### src/rtl/cdr_pkg.sv
// Shared definitions for the CDR PI loop filter: FSM encoding and
// width-generic saturation / magnitude helpers.
package cdr_pkg;

    typedef enum logic [1:0] {
        ST_IDLE = 2'b00,
        ST_ACQ  = 2'b01,
        ST_TRK  = 2'b10,
        ST_HOLD = 2'b11
    } cdr_state_e;

    // Clip a sign-extended value into the signed range of a w-bit word (w <= 63).
    function automatic logic signed [63:0] sat_signed(input logic signed [63:0] x,
                                                      input int unsigned         w);
        logic signed [63:0] hi;
        logic signed [63:0] lo;
        hi = (64'sd1 <<< (w - 1)) - 64'sd1;
        lo = -(64'sd1 <<< (w - 1));
        if (x > hi)
            return hi;
        else if (x < lo)
            return lo;
        else
            return x;
    endfunction

    function automatic logic [63:0] abs_val(input logic signed [63:0] x);
        return (x < 0) ? $unsigned(-x) : $unsigned(x);
    endfunction

endpackage

### src/rtl/cdr_lock_detect.sv
// Lock detector: classifies each loop strobe as quiet/loud and counts runs,
// pulsing lock_hit (in ACQ) or unlock_hit (in TRK) when a run completes.
module cdr_lock_detect
    import cdr_pkg::*;
#(
    parameter int PD_W       = 16,
    parameter int LOCK_THR   = 32,
    parameter int LOCK_CNT   = 64,
    parameter int UNLOCK_CNT = 16
) (
    input  logic                   clk,
    input  logic                   rst,
    input  logic                   strobe,
    input  logic                   trk,
    input  logic                   clear,
    input  logic signed [PD_W-1:0] f_n,
    output logic                   lock_hit,
    output logic                   unlock_hit
);

    localparam int QW = $clog2(LOCK_CNT + 1);
    localparam int LW = $clog2(UNLOCK_CNT + 1);
    localparam logic [QW-1:0] Q_TERM = QW'(LOCK_CNT);
    localparam logic [LW-1:0] L_TERM = LW'(UNLOCK_CNT);
    localparam logic [PD_W:0] THR    = (PD_W + 1)'(LOCK_THR);

    logic [PD_W:0]   mag;
    logic            quiet;
    logic [QW-1:0]   quiet_cnt;
    logic [QW-1:0]   quiet_inc;
    logic [LW-1:0]   loud_cnt;
    logic [LW-1:0]   loud_inc;

    // One extra bit keeps |-2^(PD_W-1)| from wrapping back into the quiet band.
    assign mag   = (PD_W + 1)'(abs_val(64'(f_n)));
    assign quiet = (mag <= THR);

    assign quiet_inc = (quiet_cnt == Q_TERM) ? Q_TERM : quiet_cnt + 1'b1;
    assign loud_inc  = (loud_cnt  == L_TERM) ? L_TERM : loud_cnt  + 1'b1;

    assign lock_hit   = strobe && !trk &&  quiet && (quiet_inc == Q_TERM);
    assign unlock_hit = strobe &&  trk && !quiet && (loud_inc  == L_TERM);

    // NOTE: state registers use non-blocking (<=) so every flop samples pre-edge values.
    always_ff @(posedge clk or posedge rst) begin
        if (rst) begin
            quiet_cnt <= '0;
            loud_cnt  <= '0;
        end else if (clear || lock_hit || unlock_hit) begin
            quiet_cnt <= '0;
            loud_cnt  <= '0;
        end else if (strobe) begin
            if (trk) begin
                loud_cnt  <= quiet ? '0 : loud_inc;
                quiet_cnt <= '0;
            end else begin
                quiet_cnt <= quiet ? quiet_inc : '0;
                loud_cnt  <= '0;
            end
        end
    end

endmodule

### src/rtl/cdr_pi_gearshift.sv
// CDR PI loop filter with ACQ/TRK gain gear-shift, saturating integrator and
// output, freeze hold-over and lock detection; all updates qualified by en.
module cdr_pi_gearshift
    import cdr_pkg::*;
#(
    parameter int PD_W       = 16,
    parameter int ACC_W      = 32,
    parameter int KP_ACQ     = 4,
    parameter int KI_ACQ     = 10,
    parameter int KP_TRK     = 6,
    parameter int KI_TRK     = 12,
    parameter int DFCW_SHIFT = 18,
    parameter int LOCK_THR   = 32,
    parameter int LOCK_CNT   = 64,
    parameter int UNLOCK_CNT = 16
) (
    input  logic                    clk,
    input  logic                    rst,
    input  logic                    en,
    input  logic signed [PD_W-1:0]  f_n,
    input  logic                    freeze,
    input  logic                    relock,
    output logic signed [ACC_W-1:0] v_ctrl,
    output logic signed [ACC_W-1:0] dfcw,
    output logic                    locked,
    output logic [1:0]              state,
    output logic                    sat
);

    cdr_state_e state_q, state_nxt;
    cdr_state_e saved_q, saved_nxt;

    logic signed [ACC_W-1:0] sum_f;
    logic                    upd;
    logic                    in_trk;
    logic                    lock_hit;
    logic                    unlock_hit;

    logic signed [ACC_W-1:0] f_ext;
    logic signed [ACC_W-1:0] p_term;
    logic signed [ACC_W-1:0] i_term;
    logic signed [ACC_W+1:0] sum_wide;
    logic signed [ACC_W+1:0] v_wide;
    logic signed [63:0]      sum_sat;
    logic signed [63:0]      v_sat;
    logic                    clip;

    assign in_trk = (state_q == ST_TRK);
    assign upd    = en && !freeze && !relock && (state_q != ST_HOLD);

    cdr_lock_detect #(
        .PD_W       (PD_W),
        .LOCK_THR   (LOCK_THR),
        .LOCK_CNT   (LOCK_CNT),
        .UNLOCK_CNT (UNLOCK_CNT)
    ) u_lock (
        .clk        (clk),
        .rst        (rst),
        .strobe     (upd),
        .trk        (in_trk),
        .clear      (relock),
        .f_n        (f_n),
        .lock_hit   (lock_hit),
        .unlock_hit (unlock_hit)
    );

    // NOTE: every output of this block gets a default first, so no path infers a latch.
    always_comb begin
        state_nxt = state_q;
        saved_nxt = saved_q;
        if (freeze) begin
            state_nxt = ST_HOLD;
            if (relock || state_q == ST_IDLE || state_q == ST_ACQ)
                saved_nxt = ST_ACQ;
            else if (state_q == ST_TRK)
                saved_nxt = ST_TRK;
        end else if (relock) begin
            state_nxt = ST_ACQ;
        end else if (state_q == ST_HOLD) begin
            state_nxt = saved_q;
        end else if (upd) begin
            if (in_trk)
                state_nxt = unlock_hit ? ST_ACQ : ST_TRK;
            else
                state_nxt = lock_hit ? ST_TRK : ST_ACQ;
        end
    end

    // Gains follow the state before the edge; IDLE uses acquisition gains.
    assign f_ext  = ACC_W'(f_n);
    assign p_term = in_trk ? (f_ext >>> KP_TRK) : (f_ext >>> KP_ACQ);
    assign i_term = in_trk ? (sum_f >>> KI_TRK) : (sum_f >>> KI_ACQ);

    assign sum_wide = (ACC_W + 2)'(sum_f) + (ACC_W + 2)'(f_n);
    assign v_wide   = (ACC_W + 2)'(v_ctrl) + (ACC_W + 2)'(p_term) + (ACC_W + 2)'(i_term);
    assign sum_sat  = sat_signed(64'(sum_wide), ACC_W);
    assign v_sat    = sat_signed(64'(v_wide), ACC_W);
    assign clip     = (sum_sat != 64'(sum_wide)) || (v_sat != 64'(v_wide));

    always_ff @(posedge clk or posedge rst) begin
        if (rst) begin
            state_q <= ST_IDLE;
            saved_q <= ST_ACQ;
            locked  <= 1'b0;
            sum_f   <= '0;
            v_ctrl  <= '0;
            sat     <= 1'b0;
        end else begin
            state_q <= state_nxt;
            saved_q <= saved_nxt;
            locked  <= (state_nxt == ST_TRK);
            if (upd) begin
                sum_f  <= ACC_W'(sum_sat);
                v_ctrl <= ACC_W'(v_sat);
            end
            if (relock)
                sat <= 1'b0;
            else if (upd && clip)
                sat <= 1'b1;
        end
    end

    assign dfcw  = v_ctrl >>> DFCW_SHIFT;
    assign state = state_q;

endmodule

### config.mk
export PLATFORM = sky130hd
export DESIGN_NAME = cdr_pi_gearshift
export DESIGN_NICKNAME = d
export VERILOG_FILES = /design/src/rtl/cdr_pkg.sv /design/src/rtl/cdr_lock_detect.sv /design/src/rtl/cdr_pi_gearshift.sv
export SDC_FILE = /design/constraint.sdc
export NUM_CORES = 1
export LEC_CHECK = 0
export ABC_AREA = 1
export BUFFER_PORTS_ARGS = -buffer_cell sky130_fd_sc_hd__buf_4
export CORE_ASPECT_RATIO = 2
export CORE_UTILIZATION = 35
export CTS_CLUSTER_SIZE = 25
export DETAILED_ROUTE_END_ITERATION = 8
export PLACE_DENSITY = 0.59
export SLEW_MARGIN = 0
export SYNTH_ARGS = -nofsm -noshare
export SYNTH_HDL_FRONTEND = slang
export SYNTH_SLANG_ARGS = --single-unit
### constraint.sdc
create_clock -name clk -period 6.75 [get_ports clk]
set_clock_uncertainty 0.15 [all_clocks]
set_input_delay 0.3375 -clock clk [delete_from_list [all_inputs] [get_ports clk]]
set_output_delay 0.3375 -clock clk [all_outputs]
set_load 0.01 [all_outputs]
* After elaboration in Yosys (flattened, before gate mapping)
Cells that the tools add are included.
** Storage, ports and cells
- Register bits :: 82
- Bits in latches :: 0
- Bits in writable memories :: 0
- ROM bits :: 0
- Memories :: 0
** Operators by class
- Add/subtract/negate cells :: 6
- Multipliers :: 0
- Divide/modulo/power cells :: 0
- Order comparisons :: 6
- Equal/unequal tests :: 11
- Shift operators :: 0
- Muxes and demuxes :: 28
- Bitwise operators :: 0
- Reductions and logical operators :: 24
** Operators with widths (number)
- two-way mux 64 bit :: 4
- inequality test 64 x 33 -> 1 bit :: 1
- inequality test 64 x 34 -> 1 bit :: 1
- two-way mux 7 bit :: 5
- adder 33 x 22 -> 34 bit :: 1
- > comparator 34 x 32 -> 1 bit, second input constant :: 1
- less-than comparator 34 x 32 -> 1 bit, second input constant :: 1
- adder 32 x 12 -> 33 bit :: 1
- adder 32 x 16 -> 33 bit :: 1
- > comparator 33 x 32 -> 1 bit, second input constant :: 1
- less-than comparator 33 x 32 -> 1 bit, second input constant :: 1
- two-way mux 5 bit :: 5
- two-way mux 21 bit :: 1
- two-way mux 2 bit :: 9
- <= comparator 17 x 6 -> 1 bit, second input constant :: 1
- two-way mux 17 bit :: 1
- negation 16 -> 17 bit :: 1
- less-than comparator 16 x 1 -> 1 bit, second input constant :: 1
- equality test 7 bit, second input constant :: 2
- two-way mux 11 bit :: 1
- equality test 5 bit, second input constant :: 2
- logical AND 1 bit :: 10
- adder 7 x 1 -> 7 bit, second input constant :: 1
- equality test 2 bit, second input constant :: 3
- 9 further kinds :: 19

* Longest topological paths before layout
Gate-level depths: netlist of the first run.
- Word-level depth :: 14
- Mapped depth :: 35
- Depth with buffers taken out :: 33

* Cells and area by module
Synthesis of the first run repeated with hierarchy kept, for this count alone.
** Unflattened totals
- Cells, all modules :: 1514
- Area, all modules :: 10102.2 um^2
** Modules (own cells, without submodules)
- cdr_pi_gearshift :: times used 1, cells each 1271, area an instance 8620.8 um^2, sequential area each 1752.9 um^2
- cdr_lock_detect :: times used 1, cells each 243, area an instance 1481.4 um^2, sequential area each 300.3 um^2

* Worst setup path after synthesis of the first run
OpenSTA, ideal clock, no wires.
- Kind :: register to register
- Start point :: register state_q[1] (netlist: state[1])
- End point :: register v_ctrl[3]
- Arrival time :: 4.780 ns
- Setup slack :: 1.733 ns
- Stages on the path, launching flop included :: 28
- Buffers on the path :: 3
- Path through :: dfrtp_1 > inv_1 > nor2_1 > clkbuf_1 > clkbuf_1 > o21ai_0 > fa_1 > ha_1 > inv_1 > fa_1 > inv_1 > nand3_1 > nand2_1 > nand2_1 > nand2_1 > nand2_1 > nand2_1 > nand3_1 > nand3_1 > nand2_1 > inv_1 > nand3_1 > or2_2 > ha_1 > inv_2 > clkbuf_1 > nand2_1 > a22oi_1
** On the way
- Longest elaborated chain between the ends :: 7
- Elaborated cells between the ends (all ways) :: 11
** RTL lines
- from (decl) :: RTL line cdr_pi_gearshift.sv:30 : cdr_state_e state_q, state_nxt;
- from (signal assigned) :: RTL line cdr_pi_gearshift.sv:109 : state_q <= state_nxt;
- equality test 2 bit :: RTL line cdr_pi_gearshift.sv:48 : assign in_trk = (state_q == ST_TRK);
- two-way mux 11 bit :: RTL line cdr_pi_gearshift.sv:91 : assign p_term = in_trk ? (f_ext >>> KP_TRK) : (f_ext >>> KP_ACQ);
- adder 32 x 12 -> 33 bit :: RTL line cdr_pi_gearshift.sv:95 : assign v_wide = (ACC_W + 2)'(v_ctrl) + (ACC_W + 2)'(p_term) + (ACC_W + 2)'(i_term);
- adder 33 x 22 -> 34 bit :: RTL line cdr_pi_gearshift.sv:95
- less-than comparator 34 x 32 -> 1 bit :: RTL line cdr_pkg.sv:21 : else if (x < lo)
- two-way mux 64 bit :: RTL line cdr_pkg.sv:21
- two-way mux 64 bit :: RTL line cdr_pkg.sv:19 : if (x > hi)
- to (signal assigned) :: RTL line cdr_pi_gearshift.sv:114 : v_ctrl <= ACC_W'(v_sat);
- to (decl) :: RTL line cdr_pi_gearshift.sv:23 : output logic signed [ACC_W-1:0] v_ctrl,
Several ways; a longest one is shown, not always the timed one.
A chain may end at the register's enable or synchronous reset.

* Worst setup path after layout of the first run
- Start point :: register state_q[1] (netlist: state[1])
- End point :: register v_ctrl[10]
The elaborated chain is that of the path after synthesis.

==> results of run 1 <==
[final cells by class]
cell class                      instances  area, um2  share of cell area, %
Multi-Input combinational cell       1197       6640                   59.9
Sequential cell                        82       2050                   18.5
Inverter                              248        932                   8.41
Timing Repair Buffer                   96        723                   6.53
Tap cell                              356        445                   4.02
Clock buffer                            9        225                   2.03
Clock inverter                          7       63.8                  0.576
[logic make-up after synthesis]
group | after synthesis
simple gates | 835
buf+inv | 309
compound gates | 220
fa+ha+maj | 104
flops | 82
xor+xnor | 38
[timing repair]
item	CTS	global route
hold buffers	1	0
endpoints found under the hold margin	36	0
resized for setup	0	0
[routing by layer]
layer	track usage (%)	vias to the layer above	share of wire, %
li1	-	5133	-
met5	0	-	0
met2	49.1	229	56
met1	22.5	4725	33
met3	2.29	124	2.0
met4	20.6	0	8.4
[sequential cells by signal, indices dropped and copies added (netlist names)]
name / count
u_lock.quiet_cnt: 7
v_ctrl: 32
sat: 1
locked: 1
state: 2
u_lock.loud_cnt: 5
sum_f: 32
saved_q: 2
[how the worst max path moves through the flow]
stage / start / end / slack [ns] / depth (start not counted)
5_1_grt: state[1] / v_ctrl[3] / 0.74 / 25
6_report: state[1] / v_ctrl[10] / 1.18 / 25
3_3_place_gp: f_n[15] / v_ctrl[10] / 1.42 / 23
2_1_floorplan: state[1] / v_ctrl[3] / 1.73 / 27
4_1_cts: state[1] / v_ctrl[10] / 1.19 / 25
3_5_place_dp: state[1] / v_ctrl[12] / 1.21 / 25
[tightest hold or removal path, cell delays in order]
cell,delay (ns)
buf_4,0.10
inv_1,0.05
nand2_1,0.06
[cell usage in the layout (no fill, tap or decap), drive strengths merged, types with 2 or more instances in the layout]
master / n
a21boi: 2
a21o: 2
a21oi: 103
a22oi: 28
a31oi: 2
and2: 5
buf: 95
clkbuf: 9
clkinv: 5
dfrtp: 81
fa: 34
ha: 70
inv: 249
nand2: 497
nand3: 115
nand3b: 9
nand4: 25
nor2: 157
nor3: 16
nor4: 2
o21ai: 71
o21bai: 6
or2: 8
xnor2: 11
xor2: 27
[through the flow]
| stage | worst slack, ns | instances | area (um2) | hold WS, ns | utilization (%) |
|---|---|---|---|---|---|
| global placement | 1.42 | 1978 | 10800 | 0.326 | 38.2 |
| CTS | 1.19 | 1995 | 11100 | 0.0325 | 39.3 |
| global route | 0.743 | 1995 | 11100 | 0.0478 | 39.3 |
| floorplan | 1.73 | 1588 | 10000 | 0.298 | - |
| finish | 1.18 | 1995 | 11100 | 0.0532 | 39.3 |
| detailed placement | 1.21 | 1978 | 10800 | 0.341 | 38.2 |
==> flow_metrics.py, run 1 <==
metrics = {
    "run_status": {
        "status": "complete, no violations",
    },
    "synthesis": {
        "synth_largest_area_cell": "dfrtp_1",
        "post-synth-top-count-cell": "nand2_1",
        "synthXorXnorAreaFrac_pct": 3.33,
        "syn_area_um2": 10000,
        "synthFlopType": "dfrtp_1",
        "ys_ff_latch": 82,
        "yosysSeqAreaShare_pct": 20.5,
        "yosys.area_share.simple_pct": 35.0,
        "ys_types": 47,
        "synthMuxAreaShare_pct": 0,
        "async_reset_ff_share_pct": 100,
        "syn-num-nets": 1713,
        "yosys-top-cells-area": "dfrtp_1 20%, nand2_1 19%, inv_1 9.2%",
        "synthAdderAreaFrac_pct": 15.6,
        "yosysTopAreaCellShare_pct": 20.3,
        "syn_area_per_cell_um2": 6.30,
        "synth_edf_count": 0,
        "yosys-top-cells-count": "494 x nand2_1, 246 x inv_1, 150 x nor2_1",
        "synth_top_family_by_area": "simple AND/OR/NAND/NOR gates",
        "synth_warnings": 0,
        "synth_compound_area_share_pct": 12.3,
        "synthCells": 1588,
    },
    "die": {
        "start_util_pct": 35.5,
        "dieArea_um2": 29300,
        "core_area_um2": 28200,
        "die_x_um": 122,
        "die_h_um": 241,
        "rows": 87,
        "num_io_pins": 89,
    },
    "sta": {
        "tightest_slew_ns": 0.830,
        "slew_viol_final": 0,
        "setup_tns_ns": 0,
        "finalSetupViolCount": 0,
        "rsz0062_at_grt": "false",
        "finalHoldViolations": 0,
        "slew_headroom_pct": 44.7,
        "period_share_pct": 82.5,
        "fmax_mhz": 180,
        "layout_min_cycle_time_ns": 5.57,
    },
    "clock_tree": {
        "cts_tree": "done",
        "clk_latency_ns": 0.38,
        "cts_setup_buffers": 0,
        "cts-root-buf": "clkbuf_16",
        "max-clock-path-buffers": 2,
        "htreeDepth": 3,
        "numCtsBuffers": 9,
        "path_clk_slew_ns": 0.07,
        "clock-sinks": 82,
    },
    "critical_path": {
        "path_class": "reg2reg",
        "arrival_ns": 5.71,
        "start_kind": "flop",
        "worstPathRequired_ns": 6.89,
        "reg2reg_to": "v_ctrl[10]",
        "cp_slowest_cell": "fa_1",
        "rr_startpoint": "state[1]",
        "cpPeakStageDelay_ns": 0.55,
        "cp_top_family": "simple AND/OR/NAND/NOR gates",
        "reg2reg_depth": 25,
        "crit_top_cell": "nand2_1",
        "path_max_fanout": 58,
        "end_kind": "flop",
        "cp_num_buf_inv": 6,
        "rrSetupSlack_ns": 1.18,
    },
    "flow_run": {
        "cap_violations": 0,
    },
    "routing": {
        "vias_per_cell": 5.12,
        "avgRoutedWirePerCell_um": 17.7,
        "dr_total_vias": 10200,
        "drc": 0,
        "dr.pass1.iters": 5,
        "wl_um": 35400,
        "final_antenna_net_count": 0,
        "dr.first_iter.drc_count": 472,
    },
    "grt": {
        "grt_pass1_wl_um": 54300,
        "grt_pass1_vias": 10400,
        "antenna_found_initial": 0,
        "grtUsageTotal_pct": 25.0,
        "gr-total-overflow": 0,
        "grt_max_degree": 59,
    },
    "finish": {
        "layout-drive-gt1-share_pct": 8.66,
        "fin_nets": 1759,
        "num_antenna_cells": 0,
        "syn2layout_area_growth_pct": 10.8,
        "nFillCells": 3089,
    },
    "placement": {
        "hpwlAfterDp_um": 29200,
        "port_buffers": 88,
        "place_congestion": 1.00,
    },
    "worst_hold_path": {
        "min_to": "state[1]",
        "hold_path.class": "in2reg",
        "hold_path.startpoint": "freeze",
        "whs_path_depth": 3,
    },
}
Power of run 1 is not shown: default switching activity piles up to over one toggle a cycle in this logic, so the estimate is an artifact.
==> run 2: changes to the inputs <==
==> constraint.sdc (replaced) <==
create_clock -name clk -period 5.6 [get_ports clk]
set_clock_uncertainty 0.15 [all_clocks]
set_input_delay 0.28 -clock clk [delete_from_list [all_inputs] [get_ports clk]]
set_output_delay 0.28 -clock clk [all_outputs]
set_load 0.01 [all_outputs]
==> run 2 against run 1 <==
  * Die area unchanged
  * Cell area up 1.3%
  * Global-route usage down 0.16 points
  * Via count up 0.55%
  * Sequential share of layout area down 0.23 points
  * First-iteration DRC count down 2.8%
  * Routed wire length down 0.56%
==> flow_metrics.py, run 2 (same netlist as run 1, synthesis figures left out) <==
metrics = {
    "critical_path": {
        "end_kind": "flop",
        "arrival_ns": 5.16,
        "reg2reg_depth": 25,
        "worstPathRequired_ns": 5.74,
        "path_class": "reg2reg",
        "path_max_fanout": 38,
        "start_kind": "flop",
    },
    "grt": {
        "grt_use_met1_pct": 22.1,
        "met3_usage_pct": 2.79,
        "grt_max_degree": 43,
        "grt_pass1_vias": 10400,
        "grtUsageTotal_pct": 24.8,
        "grt-busiest-layer": "met2",
        "gr-usage-met2_pct": 48.1,
        "grt_pass1_wl_um": 54200,
        "gr-total-overflow": 0,
        "antenna_found_initial": 0,
    },
    "clock_tree": {
        "clock-sinks": 82,
        "cts_tree": "done",
        "htreeDepth": 3,
        "numCtsBuffers": 9,
        "cts-root-buf": "clkbuf_16",
        "max-clock-path-buffers": 2,
        "clk_latency_ns": 0.38,
        "path_clk_slew_ns": 0.07,
        "cts_setup_buffers": 0,
    },
    "sta": {
        "period_share_pct": 89.7,
        "finalHoldViolations": 0,
        "fmax_mhz": 199,
        "slew_viol_final": 0,
        "fin_hold_ws_ns": 0.0317,
        "layout_min_cycle_time_ns": 5.02,
        "slew_headroom_pct": 42.6,
        "tightest_slew_ns": 0.859,
        "rsz0062_at_grt": "false",
        "finalSetupViolCount": 0,
        "setup_tns_ns": 0,
    },
    "routing": {
        "final_antenna_net_count": 0,
        "dr.pass1.iters": 6,
        "vias_per_cell": 5.12,
        "dr_total_vias": 10300,
        "avgRoutedWirePerCell_um": 17.5,
        "wl_um": 35200,
        "dr.first_iter.drc_count": 459,
        "drc": 0,
    },
    "placement": {
        "place_congestion": 1.01,
        "port_buffers": 88,
        "hpwlAfterDp_um": 29000,
    },
    "die": {
        "num_io_pins": 89,
        "rows": 87,
        "die_x_um": 122,
        "core_area_um2": 28200,
        "start_util_pct": 35.5,
        "dieArea_um2": 29300,
        "die_h_um": 241,
    },
    "finish": {
        "num_antenna_cells": 0,
        "syn2layout_area_growth_pct": 12.2,
        "multi_input_area_um2": 6640,
        "nFillCells": 3075,
        "layout-drive-gt1-share_pct": 9.27,
        "final_common_cell": "nand2_1",
        "final_cell_mix": "494 x nand2_1, 245 x inv_1, 147 x nor2_1",
        "largestRegisters": "sum_f: 32 flops, v_ctrl: 32 flops, u_lock.quiet_cnt: 7 flops",
        "fin_nets": 1771,
        "seqCellArea_um2": 2050,
    },
    "worst_hold_path": {
        "hold_path.class": "in2reg",
        "whs_path_depth": 4,
    },
    "flow_run": {
        "cap_violations": 0,
    },
    "run_status": {
        "status": "complete, no violations",
    },
}
run 2: cell count changes in the layout (fill, tap and decap cells not counted), sizes merged:
cell	delta
clkinv	-3
dlygate4sd3	+1
clkbuf	+1
bufinv	+2
buf	+11
run 2: area by class of cell:
class	instances	area share (%)
Multi-Input combinational cell	1197	59.1
Inverter	248	8.33
Tap cell	356	3.97
Sequential cell	82	18.3
Clock buffer	10	2.13
Clock inverter	6	0.859
Timing Repair Buffer	108	7.27
run 2: through the flow:
| stage | utilization (%) | cells | cell area [um2] | setup slack, ns |
|---|---|---|---|---|
| floorplan | - | 1588 | 10000 | 0.583 |
| global placement | 38.5 | 1989 | 10900 | 0.528 |
| detailed placement | 38.5 | 1989 | 10900 | 0.426 |
| CTS | 39.8 | 2007 | 11200 | 0.384 |
| global route | 39.8 | 2007 | 11200 | 0.0888 |
| finish | 39.8 | 2007 | 11200 | 0.579 |
run 2: path summary, 6_finish.rpt:
path,startpoint,slack [ns],end
min in group asynchronous,rst,0.44,sum_f[0]
max reg2reg,state[1],0.58,v_ctrl[10]
min,relock,0.03,sat
max in group asynchronous,rst,3.74,v_ctrl[17]
min reg2reg,saved_q[0],0.34,saved_q[0]
max,state[1],0.58,v_ctrl[10]
run 2: metal layers:
| metal | wire [um] | up-vias |
|---|---|---|
| met5 | 0 | - |
| met4 | 3210 | 0 |
| met3 | 999 | 137 |
| met2 | 19400 | 265 |
| met1 | 11600 | 4709 |
| li1 | - | 5156 |
run 2: worst max-delay path: stages (launching register included):
cell,delay [ns]
dfrtp_1,0.39
inv_1,0.11
nor2_4,0.18
buf_4,0.34
o21ai_0,0.17
fa_1,0.51
ha_1,0.21
inv_1,0.07
fa_1,0.41
inv_1,0.11
nand3_1,0.10
nand2_1,0.12
nand2_1,0.06
nand2_1,0.12
nand2_1,0.10
nand2_1,0.10
nand3_1,0.09
nand3_1,0.09
nand2_1,0.07
inv_1,0.07
nand3_1,0.07
or2_2,0.29
ha_1,0.38
inv_4,0.30
nand3_1,0.13
a22oi_1,0.17
run 2: what timing repair did:
| action | in CTS | in global routing |
|---|---|---|
| setup endpoints to repair | 0 | 27 |
| hold endpoints to repair | 40 | 0 |
| hold buffers | 2 | 0 |
| gates resized for setup | 0 | 2 |
Power of run 2 is left out for the same reason.
==> run 3: changes to the inputs <==
--- a/config.mk
+++ b/config.mk
@@ -5,7 +5,7 @@
 export SDC_FILE = /design/constraint.sdc
 export NUM_CORES = 1
 export LEC_CHECK = 0
-export ABC_AREA = 1
+export ABC_AREA = 0
 export BUFFER_PORTS_ARGS = -buffer_cell sky130_fd_sc_hd__buf_4
 export CORE_ASPECT_RATIO = 2
 export CORE_UTILIZATION = 35
==> run 3 against run 2 <==
  * Cell count fell by 21%
  * Global-route usage shrank 2.9 points
  * Synthesized area shrank 6.2%
==> flow_metrics.py, run 3 <==
metrics = {
    "worst_hold_path": {
        "hold_path.startpoint": "freeze",
        "hold_path.class": "in2reg",
    },
    "critical_path": {
        "path_max_fanout": 35,
        "cpPeakStageDelay_ns": 0.51,
        "cp_slowest_cell": "fa_1",
        "crit_top_cell": "nand2_1",
        "startpoint": "state[0]",
        "start_kind": "flop",
        "path_cells": "nand2b_1, buf_12, nand2_1, nand2_1, fa_1, ha_1, inv_1, fa_1, nand2b_2, a211oi_4, o211ai_1, a21oi_2, nand3b_1, a21oi_1, xnor2_1, nor2_1, nand2_1, ha_1, a311o_1, nand4b_1, nor4_2, a31o_2, a211o_1, nand4_1",
        "path_class": "reg2reg",
        "rrSetupSlack_ns": 0.23,
        "worstPathRequired_ns": 5.70,
        "arrival_ns": 5.48,
        "cp_top_family": "compound AO/OA/AOI/OAI gates",
        "end_kind": "flop",
        "rr_startpoint": "state[0]",
        "cp_num_buf_inv": 2,
    },
    "grt": {
        "grtUsageTotal_pct": 21.9,
        "grt_pass1_vias": 9129,
        "grt_max_degree": 66,
        "gr-total-overflow": 0,
        "grt_pass1_wl_um": 47100,
        "antenna_found_initial": 0,
    },
    "synthesis": {
        "synth_edf_count": 0,
        "post-synth-top-count-cell": "nand2_1",
        "ys_types": 86,
        "yosysTopAreaCellShare_pct": 21.6,
        "synthCells": 1185,
        "synth_largest_area_cell": "dfrtp_1",
        "ys_ff_latch": 82,
        "async_reset_ff_share_pct": 100,
        "syn_area_um2": 9390,
        "syn-num-nets": 1310,
        "yosys-top-cells-area": "dfrtp_1 22%, ha_1 9.3%, fa_1 7.3%",
        "synthFlopType": "dfrtp_1",
        "syn_area_per_cell_um2": 7.92,
        "synth_warnings": 0,
        "yosysSeqAreaShare_pct": 21.9,
        "yosys-top-cells-count": "148 x nand2_1, 107 x a21oi_1, 81 x dfrtp_1",
    },
    "sta": {
        "setup_tns_ns": 0,
        "finalSetupViolCount": 0,
        "slew_headroom_pct": 39.9,
        "finalHoldViolations": 0,
        "slew_viol_final": 0,
        "tightest_slew_ns": 0.897,
        "rsz0062_at_grt": "true",
        "period_share_pct": 96.0,
        "fmax_mhz": 186,
        "worst_slack_ns": 0.225,
        "layout_min_cycle_time_ns": 5.37,
    },
    "routing": {
        "final_antenna_net_count": 0,
        "avgRoutedWirePerCell_um": 18.5,
        "wl_met3_um": 620,
        "vias_per_cell": 5.61,
        "dr_total_vias": 8880,
        "dr.first_iter.drc_count": 316,
        "wl_met2_um": 16500,
        "wl_um": 29300,
        "drc": 0,
        "dr.pass1.iters": 5,
        "top_layer_used": "met4",
        "met1Wirelength_um": 10600,
    },
    "finish": {
        "final_common_cell": "nand2_1",
        "postLayoutCoreUtil_pct": 40.7,
        "layout-drive-gt1-share_pct": 13.2,
        "nFillCells": 2787,
        "largestRegisters": "sum_f: 32 flops, v_ctrl: 32 flops, u_lock.quiet_cnt: 7 flops",
        "fin_nets": 1360,
        "multi_input_area_um2": 6680,
        "final_cell_mix": "148 x nand2_1, 116 x buf_4, 105 x a21oi_1",
        "num_antenna_cells": 0,
        "syn2layout_area_growth_pct": 13.8,
        "seqCellArea_um2": 2050,
    },
    "die": {
        "num_io_pins": 89,
        "start_util_pct": 35.7,
        "rows": 84,
        "core_area_um2": 26300,
        "die_h_um": 234,
        "die_x_um": 118,
        "dieArea_um2": 27500,
    },
    "run_status": {
        "status": "complete, no violations",
    },
    "clock_tree": {
        "numCtsBuffers": 9,
        "cts_tree": "done",
        "htreeDepth": 3,
        "path_clk_slew_ns": 0.07,
        "clock-sinks": 82,
        "clk_latency_ns": 0.37,
        "cts-root-buf": "clkbuf_16",
        "max-clock-path-buffers": 2,
    },
    "placement": {
        "place_ws_ns": -0.0450,
        "hpwlAfterDp_um": 23500,
        "port_buffers": 88,
        "place_congestion": 0.956,
    },
    "flow_run": {
        "cap_violations": 0,
    },
}
run 3: cell count changes in the layout (fill, tap and decap cells not counted), moves of 16 or more:
cell,delta
a21o_1,+26
a22oi_1,-27
inv_1,-175
mux2i_1,+17
nand2_1,-346
nand3_1,-88
nor2_1,-67
o211ai_1,+25
o21a_1,+17
o21ai_1,+16
xnor2_1,+19
run 3: final timing paths:
kind | to | cells after the start
max in group asynchronous | v_ctrl[18] | 4
hold reg to reg | saved_q[0] | 2
min in group asynchronous | saved_q[1] | 3
setup / recovery | sat | 24
setup reg to reg | sat | 24
hold / removal | state[1] | 3
run 3: cell families (layout without fill, tap and decap cells):
| kind of cell | after synthesis | after routing | share of synthesized area [%] |
|---|---|---|---|
| AOI/OAI and AO/OA | 387 | 387 | 26.8 |
| and+or+nand+nor | 374 | 374 | 18.9 |
| buffers and inverters | 152 | 207 | 7.42 |
| adders and majority gates | 114 | 114 | 17.6 |
| DFF | 82 | 82 | 21.9 |
| xor gates and xnor gates | 58 | 58 | 5.41 |
| muxes | 18 | 18 | 1.93 |
run 3: repair_timing:
item / in CTS / in global routing
setup endpoints to repair: 1 / 13
pin swaps: 0 / 2
endpoints found under the hold margin: 35 / 0
hold buffers: 1 / 0
setup buffers: 0 / 2
gates resized for setup: 1 / 6
run 3: area by class of cell:
type / count / share of cell area (%)
Multi-Input combinational cell: 951 / 62.5
Sequential cell: 82 / 19.2
Timing Repair Buffer: 119 / 8.62
Tap cell: 344 / 4.03
Inverter: 72 / 2.58
Clock buffer: 12 / 2.31
Clock inverter: 4 / 0.714
run 3: worst min-delay path: stages:
cell	delay, ns
buf_4	0.10
inv_1	0.05
nand2_1	0.07
run 3: metrics by stage:
step | std cells | instance area (um2) | hold slack [ns]
3_3_place_gp | 1565 | 10300 | 0.271
6_report | 1584 | 10700 | 0.0202
4_1_cts | 1582 | 10600 | 0.00859
2_1_floorplan | 1185 | 9390 | 0.233
3_5_place_dp | 1565 | 10300 | 0.269
5_1_grt | 1584 | 10700 | 0.0350
run 3: metal layers:
metal | track usage [%] | vias to the layer above
met5 | 0 | -
met4 | 12.7 | 0
met3 | 2.27 | 74
met2 | 43.5 | 195
met1 | 21.6 | 4267
li1 | - | 4344
Power of run 3 is left out for the same reason.
